==> config.mk <==
export PLATFORM = sky130hd
export DESIGN_NAME = sram_bank_arbiter
export DESIGN_NICKNAME = d
export VERILOG_FILES = /design/src/rtl/sram_bank_arbiter.sv
export SDC_FILE = /design/constraint.sdc
export NUM_CORES = 1
export LEC_CHECK = 0
export CORE_MARGIN = 3
export CORE_UTILIZATION = 35
export CTS_BUF_LIST = sky130_fd_sc_hd__clkbuf_16
export CTS_CLUSTER_DIAMETER = 100
export DETAILED_ROUTE_END_ITERATION = 12
export PLACE_DENSITY = 0.77
export SYNTH_ARGS = -nofsm -noshare
export SYNTH_HDL_FRONTEND = slang
export SYNTH_SLANG_ARGS = --single-unit
==> constraint.sdc <==
create_clock -name clk -period 3.35 [get_ports clk]
set_input_delay 0.8375 -clock clk [delete_from_list [all_inputs] [get_ports clk]]
set_output_delay 0.8375 -clock clk [all_outputs]
set_load 0.01 [all_outputs]
==> src/rtl/sram_bank_arbiter.sv <==
// rtl/sram_bank_arbiter.sv - two-requester round-robin arbiter sequencing 4-state SRAM bank accesses
module sram_bank_arbiter #(
    parameter int NBANKS  = 4,
    parameter int BANK_AW = 9,
    parameter int DW      = 16,
    parameter int CPU_AW  = 12
) (
    input  logic                 clk,
    input  logic                 rst,
    input  logic                 cpu_req,
    input  logic                 cpu_we,
    input  logic [CPU_AW-1:0]    cpu_addr,
    input  logic [DW-1:0]        cpu_wdata,
    output logic [DW-1:0]        cpu_rdata,
    output logic                 cpu_ack,
    input  logic                 host_req,
    input  logic                 host_we,
    input  logic [CPU_AW-1:0]    host_addr,
    input  logic [DW-1:0]        host_wdata,
    output logic [DW-1:0]        host_rdata,
    output logic                 host_ack,
    input  logic                 host_excl,
    output logic [BANK_AW-1:0]   mem_addr,
    output logic [DW-1:0]        mem_wdata,
    output logic [NBANKS-1:0]    mem_cenb,
    output logic                 mem_gwenb,
    input  logic [NBANKS*DW-1:0] mem_q,
    output logic                 busy
);
    localparam int BW = $clog2(NBANKS);
    localparam int HI = BANK_AW + BW;

    typedef enum logic [1:0] {S_IDLE, S_MEM, S_WAIT, S_ACK} state_t;
    localparam logic OWN_CPU  = 1'b0;
    localparam logic OWN_HOST = 1'b1;

    state_t              state_q, state_d;
    logic                owner_q, owner_d;
    logic                last_grant_q, last_grant_d;
    logic                we_q, we_d;
    logic                oor_q, oor_d;
    logic [BW-1:0]       bank_q, bank_d;
    logic [BANK_AW-1:0]  mem_addr_q, mem_addr_d;
    logic [DW-1:0]       mem_wdata_q, mem_wdata_d;
    logic [NBANKS-1:0]   mem_cenb_q, mem_cenb_d;
    logic                mem_gwenb_q, mem_gwenb_d;
    logic [DW-1:0]       cpu_rdata_q, cpu_rdata_d;
    logic [DW-1:0]       host_rdata_q, host_rdata_d;
    logic                cpu_ack_q, cpu_ack_d;
    logic                host_ack_q, host_ack_d;
    logic                busy_q, busy_d;

    logic                cpu_elig;
    logic                pick_host;
    logic [CPU_AW-1:0]   sel_addr;
    logic                sel_we;
    logic [DW-1:0]       sel_wdata;
    logic                sel_oor;
    logic [BW-1:0]       sel_bank;
    logic [DW-1:0]       rd_word;

    // Next-state and registered-output computation; macro controls are precomputed so they are flop outputs
    always_comb begin
        state_d      = state_q;
        owner_d      = owner_q;
        last_grant_d = last_grant_q;
        we_d         = we_q;
        oor_d        = oor_q;
        bank_d       = bank_q;
        mem_addr_d   = mem_addr_q;
        mem_wdata_d  = mem_wdata_q;
        mem_cenb_d   = '1;
        mem_gwenb_d  = 1'b1;
        cpu_rdata_d  = cpu_rdata_q;
        host_rdata_d = host_rdata_q;
        cpu_ack_d    = 1'b0;
        host_ack_d   = 1'b0;

        cpu_elig  = cpu_req & ~host_excl;
        pick_host = host_req & (~cpu_elig | (last_grant_q == OWN_CPU));
        sel_addr  = pick_host ? host_addr  : cpu_addr;
        sel_we    = pick_host ? host_we    : cpu_we;
        sel_wdata = pick_host ? host_wdata : cpu_wdata;
        sel_oor   = |sel_addr[CPU_AW-1:HI];
        sel_bank  = sel_addr[HI-1:BANK_AW];
        rd_word   = mem_q[int'(bank_q)*DW +: DW];

        case (state_q)
            S_IDLE: begin
                if (cpu_elig | host_req) begin
                    owner_d      = pick_host;
                    last_grant_d = pick_host;
                    we_d         = sel_we;
                    oor_d        = sel_oor;
                    bank_d       = sel_bank;
                    mem_addr_d   = sel_addr[BANK_AW-1:0];
                    mem_wdata_d  = sel_wdata;
                    if (!sel_oor) begin
                        mem_cenb_d[sel_bank] = 1'b0;
                        mem_gwenb_d          = ~sel_we;
                    end
                    state_d = S_MEM;
                end
            end
            S_MEM: begin
                state_d = S_WAIT;
            end
            S_WAIT: begin
                if (owner_q == OWN_HOST) begin
                    host_rdata_d = (we_q | oor_q) ? '0 : rd_word;
                    host_ack_d   = 1'b1;
                end else begin
                    cpu_rdata_d  = (we_q | oor_q) ? '0 : rd_word;
                    cpu_ack_d    = 1'b1;
                end
                state_d = S_ACK;
            end
            S_ACK: begin
                state_d = S_IDLE;
            end
            default: begin
                state_d = S_IDLE;
            end
        endcase

        busy_d = (state_d != S_IDLE);
    end

    // State and output registers; reset abandons any in-flight access
    always_ff @(posedge clk or posedge rst) begin
        if (rst) begin
            state_q      <= S_IDLE;
            owner_q      <= OWN_CPU;
            last_grant_q <= OWN_HOST;
            we_q         <= 1'b0;
            oor_q        <= 1'b0;
            bank_q       <= '0;
            mem_addr_q   <= '0;
            mem_wdata_q  <= '0;
            mem_cenb_q   <= '1;
            mem_gwenb_q  <= 1'b1;
            cpu_rdata_q  <= '0;
            host_rdata_q <= '0;
            cpu_ack_q    <= 1'b0;
            host_ack_q   <= 1'b0;
            busy_q       <= 1'b0;
        end else begin
            state_q      <= state_d;
            owner_q      <= owner_d;
            last_grant_q <= last_grant_d;
            we_q         <= we_d;
            oor_q        <= oor_d;
            bank_q       <= bank_d;
            mem_addr_q   <= mem_addr_d;
            mem_wdata_q  <= mem_wdata_d;
            mem_cenb_q   <= mem_cenb_d;
            mem_gwenb_q  <= mem_gwenb_d;
            cpu_rdata_q  <= cpu_rdata_d;
            host_rdata_q <= host_rdata_d;
            cpu_ack_q    <= cpu_ack_d;
            host_ack_q   <= host_ack_d;
            busy_q       <= busy_d;
        end
    end

    assign mem_addr   = mem_addr_q;
    assign mem_wdata  = mem_wdata_q;
    assign mem_cenb   = mem_cenb_q;
    assign mem_gwenb  = mem_gwenb_q;
    assign cpu_rdata  = cpu_rdata_q;
    assign host_rdata = host_rdata_q;
    assign cpu_ack    = cpu_ack_q;
    assign host_ack   = host_ack_q;
    assign busy       = busy_q;
endmodule

==> impl_metrics.toml <==
[status]
status = "finished clean"

[sta]
slew_headroom_pct = 17.7
skew_ns = 0.00348
rsz0062_at_grt = "no"
worst_pin_slew_ns = 1.23
min_period_ns = 2.49
fin_crit_sh_pct = 74.2
hold_viol_final = 0
fin_tns_setup_ns = 0
finalSetupViolCount = 0
holdWs_ns = 0.477
setup_ws_ns = 0.863
slew_violations = 0
fmaxAchievable_mhz = 402

[yosys]
syn_nets = 542
syn_avg_cell_area_um2 = 9.74
yosys.cell_count.top_type = "dfrtp_1"
ys_async_sr_fraction_pct = 100
ys_warn_count = 0
synth-main-ff-cell = "dfrtp_1"
synth_common_cells = "dfrtp_1 (67), nand2_1 (45), inv_1 (36)"
seq_area_frac_synth_pct = 45.7
synth_cell_types = 41
synthesis.area_um2 = 4010
synthTopCellsByArea = "dfrtp_1 (42%), mux2i_1 (8.0%), a2bb2oi_1 (6.1%)"
synth-seq-cells = 73
synth_edf_count = 0
synth_cells = 412
synth.top_cell.area_share_pct = 41.8
yosysTopAreaCell = "dfrtp_1"

[global_routing]
grt_pass1_wl_mm = 20.0
grt_use_total_pct = 19.6
antenna_found_initial = 0
grt_pass1_vias = 3919
grt-ovfl-total = 0
grt_max_degree = 55

[setup_path]
critPathLaunchType = "input port"
critPathMaxFanout = 22
path_class = "in2reg"
end_kind = "flop"
crit_required_ns = 3.56
cp_data_arrival_time_ns = 2.69

[die]
ioPinCount = 192
initial_core_util_pct = 36.4
rows = 38
die_w_um = 113
die_h_um = 113
die-area_um2 = 12800
core_um2 = 11000

[detailed_routing]
vias = 3882
drt_pass1_iterations = 5
wl_met1_mm = 5.36
drc_errors = 0
vias_per_cell = 5.33
ant_nets = 0
dr_wl_met2_mm = 5.77
wl_per_cell_um = 17.3
routed_wl_mm = 12.6
highest_layer = "met4"
wl_met3_mm = 1.24
drt_iter0_drc = 225

[clocking]
cts_buffers = 9
cts_tree = "done"
cts_buffer_depth = 2
clk_latency_ns = 0.33
htreeDepth = 3
postCtsSetupBuffers = 0
cts_hold_buf = 0
cts-root-buf = "clkbuf_16"
clock_sinks = 73
cts-resized-gates = 0
clk_pin_slew_worst_paths_ns = 0.05

[worst_hold_path]
min_path_type = "reg2reg"

[pwr]
finalPower_mw = 5.05
p_leak_nw = 2.74
max-vdd-ir-drop_uv = 409
power_density_nw_per_um2 = 798

[finish]
area_growth_syn_to_layout_pct = 57.8
fillCellCount = 929
finalNetCount = 713
drive_gt1_share_pct = 7.82
diodes = 0
final_core_util_pct = 57.4

[run]
drv_cap = 0

[place]
io_buffers = 191
hpwlAfterDp_mm = 9.46
dp_slack_ns = 0.562
gp_congestion = 0.871
[sequential cells by signal, indices dropped and copies added (netlist names), 2 cells and up]
register and count:
state_q 2, bank_q 2, cpu_rdata 16, host_rdata 16, mem_addr 9, mem_cenb 4, mem_wdata 16
[critical path, cell delays in order]
cell and delay, ns:
clkdlybuf4s50_1 0.45, and3b_1 0.76, buf_4 0.33, o221ai_1 0.14, a2bb2oi_1 0.17
[logic make-up after synthesis]
kind of cell    after synthesis  synth area share [%]
buf+inv                      78                  8.32
fa+ha+maj                     3                 0.935
flops                        73                  45.7
compound gates              149                  28.6
mux                          32                  7.98
simple gates                 77                  8.51
[report_power, final]
| part | switching, mW | leakage, nW | total [mW] | internal [mW] |
|---|---|---|---|---|
| Clock | 0.343 | 0.167 | 1.06 | 0.720 |
| Combinational | 1.05 | 1.72 | 2.34 | 1.29 |
| Sequential | 0.337 | 0.860 | 1.65 | 1.31 |
[routing by layer]
metal  vias to the layer above  GRT usage [%]
li1                       1839              -
met1                      1821           24.9
met2                       201           31.4
met3                        21           5.61
met4                         0           7.93
met5                         -              0
[per-stage QoR]
stage | instance area (µm²) | instances
after global routing | 6330 | 728
after detailed placement | 6000 | 712
after floorplan | 4010 | 412
after CTS | 6330 | 728
final | 6330 | 728
after global placement | 6000 | 712
[layout by cell type (no fill, tap or decap), types with 6 or more instances in the layout]
| cell | instances |
|---|---|
| dfrtp_1 | 66 |
| o21ai_0 | 6 |
| a2bb2oi_1 | 28 |
| nand2_1 | 45 |
| dfstp_2 | 6 |
| o21ai_1 | 10 |
| buf_4 | 10 |
| o221ai_1 | 28 |
| clkdlybuf4s50_1 | 190 |
| clkbuf_16 | 9 |
| a21oi_1 | 18 |
| o22a_2 | 6 |
| o22a_1 | 10 |
| nor2_1 | 16 |
| a21boi_0 | 26 |
| mux2i_1 | 32 |
| inv_1 | 35 |
[final cells by class]
class | instances | area [µm²] | share of cell area (%)
clock buffers | 9 | 225 | 3.56
clock inverters | 7 | 109 | 1.72
inverters | 36 | 135 | 2.13
multi-input cells | 261 | 1850 | 29.2
flip-flops and latches | 73 | 1840 | 29.0
well taps | 140 | 175 | 2.77
repair buffers | 202 | 2000 | 31.6
[final timing paths]
| check | end | startpoint | cells after the start | slack, ns |
|---|---|---|---|---|
| max in group asynchronous | last_grant_q | rst | 3 | 1.66 |
| min in group asynchronous | cpu_ack | rst | 2 | 0.96 |
| setup reg to reg | mem_addr[3] | last_grant_q | 4 | 1.33 |
| hold reg to reg | cpu_rdata[15] | cpu_rdata[15] | 2 | 0.48 |
| hold / removal | cpu_rdata[15] | cpu_rdata[15] | 2 | 0.48 |
| setup / recovery | mem_addr[3] | host_excl | 5 | 0.86 |
(Power assumes the default switching activity.)
